==> src/rtl/vslc_pkg.sv <==
// -----------------------------------------------------------------------------
// vslc_pkg
// Shared constants and types for the VSLC input path.
//   VSLC_IO_W              : width of the ui_in image seen by the scan core
//   VSLC_DEBOUNCE_DEFAULT  : default number of consecutive disagreeing scans
//                            needed before a debounced bit flips
//   vslc_cnt_w()           : width of a per-bit debounce counter; also used by
//                            the core when it sizes its ui_in_reg logic
//   db_action_e            : per-bit update decision taken on each scan edge
// -----------------------------------------------------------------------------
package vslc_pkg;

   localparam int VSLC_IO_W             = 8;
   localparam int VSLC_DEBOUNCE_DEFAULT = 3;

   // Counter only has to reach DEBOUNCE_SCANS-1, so $clog2 is exact;
   // a single scan of debounce still gets a 1-bit counter to keep ports legal.
   function automatic int vslc_cnt_w(input int debounce_scans);
      int w;
      w = (debounce_scans <= 1) ? 1 : $clog2(debounce_scans);
      return (w < 1) ? 1 : w;
   endfunction

   // What a debounce cell does with its state on the current scan edge.
   typedef enum logic [1:0] {
      DB_AGREE = 2'd0,   // synced sample matches state: drop any pending count
      DB_COUNT = 2'd1,   // disagreement seen, not yet long enough: count it
      DB_FLIP  = 2'd2,   // disagreement held for the full window: take sample
      DB_FORCE = 2'd3    // bit is bypassed: take sample directly
   } db_action_e;

endpackage

==> src/rtl/vslc_debounce_bit.sv <==
// -----------------------------------------------------------------------------
// vslc_debounce_bit
// One bit of the input conditioner: second synchroniser stage, debounce
// counter, debounced state flop and previous-scan flop.
// Ports:
//   scan_cycle_clk  in   scan clock, one posedge per program pass
//   rst_n           in   synchronous active-low reset
//   sync1_bit       in   first synchroniser stage output for this bit
//   bypass          in   1 = state follows the synced sample directly
//   state           out  debounced current value
//   prev            out  state as it was on the previous scan
// -----------------------------------------------------------------------------
module vslc_debounce_bit
   import vslc_pkg::*;
#(
   parameter int DEBOUNCE_SCANS = VSLC_DEBOUNCE_DEFAULT
) (
   input  logic scan_cycle_clk,
   input  logic rst_n,
   input  logic sync1_bit,
   input  logic bypass,
   output logic state,
   output logic prev
);

   localparam int                CNT_W    = vslc_cnt_w(DEBOUNCE_SCANS);
   localparam logic [CNT_W-1:0]  CNT_LAST = CNT_W'(DEBOUNCE_SCANS - 1);

   logic             sync2_reg;
   logic [CNT_W-1:0] cnt_reg;
   logic [CNT_W-1:0] cnt_next;
   logic             state_reg;
   logic             state_next;
   logic             prev_reg;
   db_action_e       action;

   // Decide what this edge does. Bypass has priority so a pending count is
   // discarded on the very first bypassed edge.
   always_comb begin
      action = DB_AGREE;
      if (bypass) begin
         action = DB_FORCE;
      end else if (sync2_reg == state_reg) begin
         action = DB_AGREE;
      end else if (cnt_reg == CNT_LAST) begin
         action = DB_FLIP;
      end else begin
         action = DB_COUNT;
      end
   end

   always_comb begin
      cnt_next   = '0;
      state_next = state_reg;
      case (action)
         DB_AGREE: begin
            cnt_next   = '0;
            state_next = state_reg;
         end
         DB_COUNT: begin
            // Cannot wrap: DB_FLIP is taken once cnt reaches CNT_LAST.
            cnt_next   = cnt_reg + CNT_W'(1);
            state_next = state_reg;
         end
         DB_FLIP: begin
            cnt_next   = '0;
            state_next = sync2_reg;
         end
         DB_FORCE: begin
            cnt_next   = '0;
            state_next = sync2_reg;
         end
         default: begin
            cnt_next   = '0;
            state_next = state_reg;
         end
      endcase
   end

   always_ff @(posedge scan_cycle_clk) begin
      if (!rst_n) begin
         sync2_reg <= 1'b0;
         cnt_reg   <= '0;
         state_reg <= 1'b0;
         prev_reg  <= 1'b0;
      end else begin
         sync2_reg <= sync1_bit;
         cnt_reg   <= cnt_next;
         state_reg <= state_next;
         // prev tracks state unconditionally, so bypass changes never touch it.
         prev_reg  <= state_reg;
      end
   end

   assign state = state_reg;
   assign prev  = prev_reg;

endmodule

==> src/rtl/vslc_input_conditioner.sv <==
// -----------------------------------------------------------------------------
// vslc_input_conditioner
// Input-image stage for the VSLC scan engine. Synchronises the raw ui_in pins,
// debounces each bit over DEBOUNCE_SCANS scans and presents the current and
// previous-scan images plus per-bit edge flags. Advances once per scan so the
// core sees a stable image for a whole program pass.
// Optional feature macro: VSLC_INPUT_LATCH_EN (sticky rise capture).
// Ports:
//   scan_cycle_clk  in   scan clock, one posedge per program pass
//   rst_n           in   synchronous active-low reset
//   raw_in          in   asynchronous pin inputs
//   bypass_mask     in   1 = bit skips debounce
//   clr_latch       in   clear latched_rise (only with VSLC_INPUT_LATCH_EN)
//   in_state        out  debounced current image
//   in_prev         out  in_state of the previous scan
//   rise            out  in_state & ~in_prev
//   fall            out  ~in_state & in_prev
//   latched_rise    out  sticky rise capture (0 without VSLC_INPUT_LATCH_EN)
// -----------------------------------------------------------------------------
module vslc_input_conditioner
   import vslc_pkg::*;
#(
   parameter int WIDTH          = VSLC_IO_W,
   parameter int DEBOUNCE_SCANS = VSLC_DEBOUNCE_DEFAULT
) (
   input  logic             scan_cycle_clk,
   input  logic             rst_n,
   input  logic [WIDTH-1:0] raw_in,
   input  logic [WIDTH-1:0] bypass_mask,
   input  logic             clr_latch,
   output logic [WIDTH-1:0] in_state,
   output logic [WIDTH-1:0] in_prev,
   output logic [WIDTH-1:0] rise,
   output logic [WIDTH-1:0] fall,
   output logic [WIDTH-1:0] latched_rise
);

   // First synchroniser stage; the second lives in each debounce cell.
   logic [WIDTH-1:0] sync1_reg;

   always_ff @(posedge scan_cycle_clk) begin
      if (!rst_n) begin
         sync1_reg <= '0;
      end else begin
         sync1_reg <= raw_in;
      end
   end

   generate
      for (genvar gi = 0; gi < WIDTH; gi++) begin : g_bit
         vslc_debounce_bit #(
            .DEBOUNCE_SCANS (DEBOUNCE_SCANS)
         ) u_bit (
            .scan_cycle_clk (scan_cycle_clk),
            .rst_n          (rst_n),
            .sync1_bit      (sync1_reg[gi]),
            .bypass         (bypass_mask[gi]),
            .state          (in_state[gi]),
            .prev           (in_prev[gi])
         );
      end
   endgenerate

   // Both come straight from flops, so each pulse spans exactly one scan.
   assign rise = in_state & ~in_prev;
   assign fall = ~in_state & in_prev;

`ifdef VSLC_INPUT_LATCH_EN
   logic [WIDTH-1:0] latched_rise_reg;

   // Set wins over clear so an edge arriving on the clearing scan is kept.
   always_ff @(posedge scan_cycle_clk) begin
      if (!rst_n) begin
         latched_rise_reg <= '0;
      end else begin
         latched_rise_reg <= (latched_rise_reg & ~{WIDTH{clr_latch}}) | rise;
      end
   end

   assign latched_rise = latched_rise_reg;
`else
   logic _unused;
   assign _unused      = &{1'b0, clr_latch};
   assign latched_rise = '0;
`endif

endmodule

==> config.mk <==
export PLATFORM = sky130hd
export DESIGN_NAME = vslc_input_conditioner
export DESIGN_NICKNAME = d
export VERILOG_FILES = /design/src/rtl/vslc_pkg.sv /design/src/rtl/vslc_debounce_bit.sv /design/src/rtl/vslc_input_conditioner.sv
export SDC_FILE = /design/constraint.sdc
export NUM_CORES = 1
export LEC_CHECK = 0
export ABC_CLOCK_PERIOD_IN_PS = 1400
export CORE_UTILIZATION = 46
export CTS_CLUSTER_SIZE = 10
export DETAILED_ROUTE_END_ITERATION = 12
export PLACE_DENSITY = 0.85
export SLEW_MARGIN = 20
export SYNTH_ARGS = -nofsm -noshare
export SYNTH_HDL_FRONTEND = slang
export SYNTH_SLANG_ARGS = --single-unit
==> constraint.sdc <==
create_clock -name scan_cycle_clk -period 1.4 [get_ports scan_cycle_clk]
set_clock_uncertainty 0.1 [all_clocks]
set_input_delay 0.28 -clock scan_cycle_clk [delete_from_list [all_inputs] [get_ports scan_cycle_clk]]
set_output_delay 0.28 -clock scan_cycle_clk [all_outputs]
set_load 0.01 [all_outputs]
==> run metrics <==
result of the run=complete, no violations; Layout Utilization=59.9%; CP Capture Type=primary output; pre-CTS setup slack=-0.0632 ns; vias in the first global route=~1200; worst hold path type=reg2reg; Worst VDD drop=approximately 0.72 mV; Avg Vias per Cell=approximately 4.5; RSZ-0062 raised after global routing=false; vias=1293; n_diodes=0; CP top delay family=flip-flops; WP data required=approximately 1.0 ns; core area=between 0.004 and 0.005 mm^2; Filler Cell Count=371; Period minus WS final=between 1 and 1.5 ns; Final Routed Wirelength=a little under 3 mm; FP Rows=23; post-route clock period utilization=between 90% and 100%; combinational power share=just over 8%; Peak Freq=739 MHz; hold violation count in the final report=0; Nets=261; Starting Density=between 40% and 50%; GPL Wtd Cong=between 0.7 and 0.8; port bufs=between 40 and 50; Lkg Pwr=~1.1 nW; Hold-fix buffers, CTS=0; type of the worst setup path=reg2out; Synth Register Bits=48; gr busiest metal=met2; DP HPWL=2.12 mm; CTS tree=done; Post-synth EDFFs=0; top cell type's share of synthesized area=48.7%; Sw Ratio=between 20% and 30%; Crit Path Max Fanout=3; Multi-input gate area=759 um^2; slowest CP cell=dfxtp_2; xor and xnor fraction of the mapped netlist area=under 10%; max reg flops=16; DRT Pass-1 Iters=2; die height=between 60 and 70 um; root buf cell=clkbuf_8; clock sink total=between 40 and 50; startpoint types=flop; Synth area leaders=dfxtp_1, buf_4, and2_1; Clock Tree Buf Depth=2; antenna violations before repair=0; Wirelength per Cell=between 10 and 15 um; simple logic cell fraction of the synthesized area=23.0%; largest family of logic cells by synthesized area=simple AND/OR/NAND/NOR gates; Synth top cells by count=dfxtp_1, buf_4, and2_1, inv_1, nor2b_1; Main synth FF type=dfxtp_1; syn_area_per_cell=a little over 10 um^2; synthesized cell area=0.00197 mm^2; Setup violations, final=0; max cap viols=0; Reg clk slew, reported paths=0.08 ns; pin count of the biggest net entering global routing=49; total gr overflow=0; Internal Power=between 0.0015 and 0.002 W; Seq pwr share=~58%; antenna-violating nets left=0; Max stage delay on crit path=around 0.33 ns; overall routing resource usage=about 14%; Critical Path AT=around 0.97 ns; synth-to-layout area growth=23.1%; mux cell area share after synthesis=less than 1%; Synth async-reset ratio=0%; Hold WS=0.319 ns; Seq. cell area=972 um^2; Power Dens Cells=~1000 mW/mm^2; GR met3 Demand/Resource=4.05%; Post-Synthesis Cells=190; Distinct cells, synth=23; NetSw=0.000522 W; H-tree levels=2; Yosys Warn Count=0; worst skew pair latency=slightly below 0.3 ns; Ports=59; met2 usage=about a quarter; First DRT Iteration DRCs=57; Slew Limit Fails=0; Num CTS Buffers=5; met1 usage=about 14%; Adder-Cell Fraction of Synth Area=5.07%; die area=~0.0046 mm^2; Cell Chain, Critical Path=buf_4 > nor2b_4 > buf_6; WP buf/inv=2; DRC viols=0; layout cell share with drive strength beyond 1=between 10% and 20%; most frequent cell after synthesis=dfxtp_1; Clk pwr share=about a third; register area share after synthesis=between 40% and 50%; compound-cell area share of the yosys netlist=between 4 and 5%; setup ws final=roughly 0.048 ns; biggest area consumer among synthesized cells=dfxtp_1; Die Span X=about 67 um; first-pass GRT wire length=~4.7 mm
power by group through the flow:
stage / sequential (W) / combinational (W) / clock [W]
2_1_floorplan: 0.00145 / 0.000143 / 0
3_3_place_gp: 0.00145 / 0.000212 / 0
3_5_place_dp: 0.00145 / 0.000217 / 0
4_1_cts: 0.00142 / 0.000209 / 0.000851
5_1_grt: 0.00143 / 0.000226 / 0.000889
6_report: 0.00142 / 0.000204 / 0.000819
stage by stage:
step / power, W / setup TNS, ns / area, um^2 / cells
after global routing: 0.00254 / 0 / 2430 / 285
after floorplan: 0.00159 / 0 / 2000 / 197
after global placement: 0.00166 / -0.203 / 2410 / 276
after detailed placement: 0.00167 / -0.569 / 2410 / 276
final: 0.00244 / 0 / 2430 / 285
after CTS: 0.00248 / -0.0600 / 2480 / 286
kinds of logic (layout without fill, tap and decap cells):
kind of cell             Yosys count  after routing
XOR/XNOR                           8              8
AO/OA/AOI/OAI                     14             14
buffers and inverters             45             83
adder cells (fa/ha/maj)            8              8
AND/OR/NAND/NOR                   65             65
other                              1              8
flip-flops                        48             48
multiplexers                       1              1
per-layer routing:
layer / up-vias / wire length, um
li1: 671 / -
met1: 578 / 1150
met2: 36 / 1510
met3: 8 / 150
met4: 0 / 77
met5: - / 0
placed cells by master (no fill, tap or decap), drive strengths merged:
cell           instances
o21ai                  7
ha                     8
and2                  16
nor2b                 12
clkdlybuf4s15          1
dlygate4sd2           15
clkdlybuf4s50         17
inv                   16
dfxtp                 48
or2                    7
mux2i                  1
nor2                   1
xnor2                  8
nor4bb                 2
nand2                  9
o211ai                 7
clkbuf                12
nor4b                 14
and2b                  4
conb                   8
buf                   22
worst paths after layout:
| check | startpoint | end | slack [ns] | cells past startpoint |
|---|---|---|---|---|
| worst max-delay path | g_bit[3].u_bit.state | rise[3] | 0.05 | 3 |
| worst min-delay path | g_bit[4].u_bit.cnt_reg[0] | g_bit[4].u_bit.cnt_reg[0] | 0.32 | 1 |
| worst max register to register | g_bit[5].u_bit.cnt_reg[0] | g_bit[5].u_bit.cnt_reg[0] | 0.13 | 4 |
| worst min register to register | g_bit[4].u_bit.cnt_reg[0] | g_bit[4].u_bit.cnt_reg[0] | 0.32 | 1 |
cell type report:
type,instances,area share [%]
flip-flops and latches,48,40.0
multi-input cells,104,31.3
repair buffers,59,20.0
clock buffers,8,3.71
well taps,50,2.57
inverters,16,2.47
worst reg2reg max path, cell delays in order (launching register included):
cell	delay, ns
dfxtp_1	0.33
inv_1	0.05
ha_1	0.19
or2_1	0.24
nor4b_1	0.27
what timing repair did:
action / 4_1_cts / 5_1_grt
gates resized for setup: 73 / 15
setup buffers: 2 / 0
cloned: 0 / 0
setup endpoints to repair: 32 / 12
(Power assumes the default switching activity.)
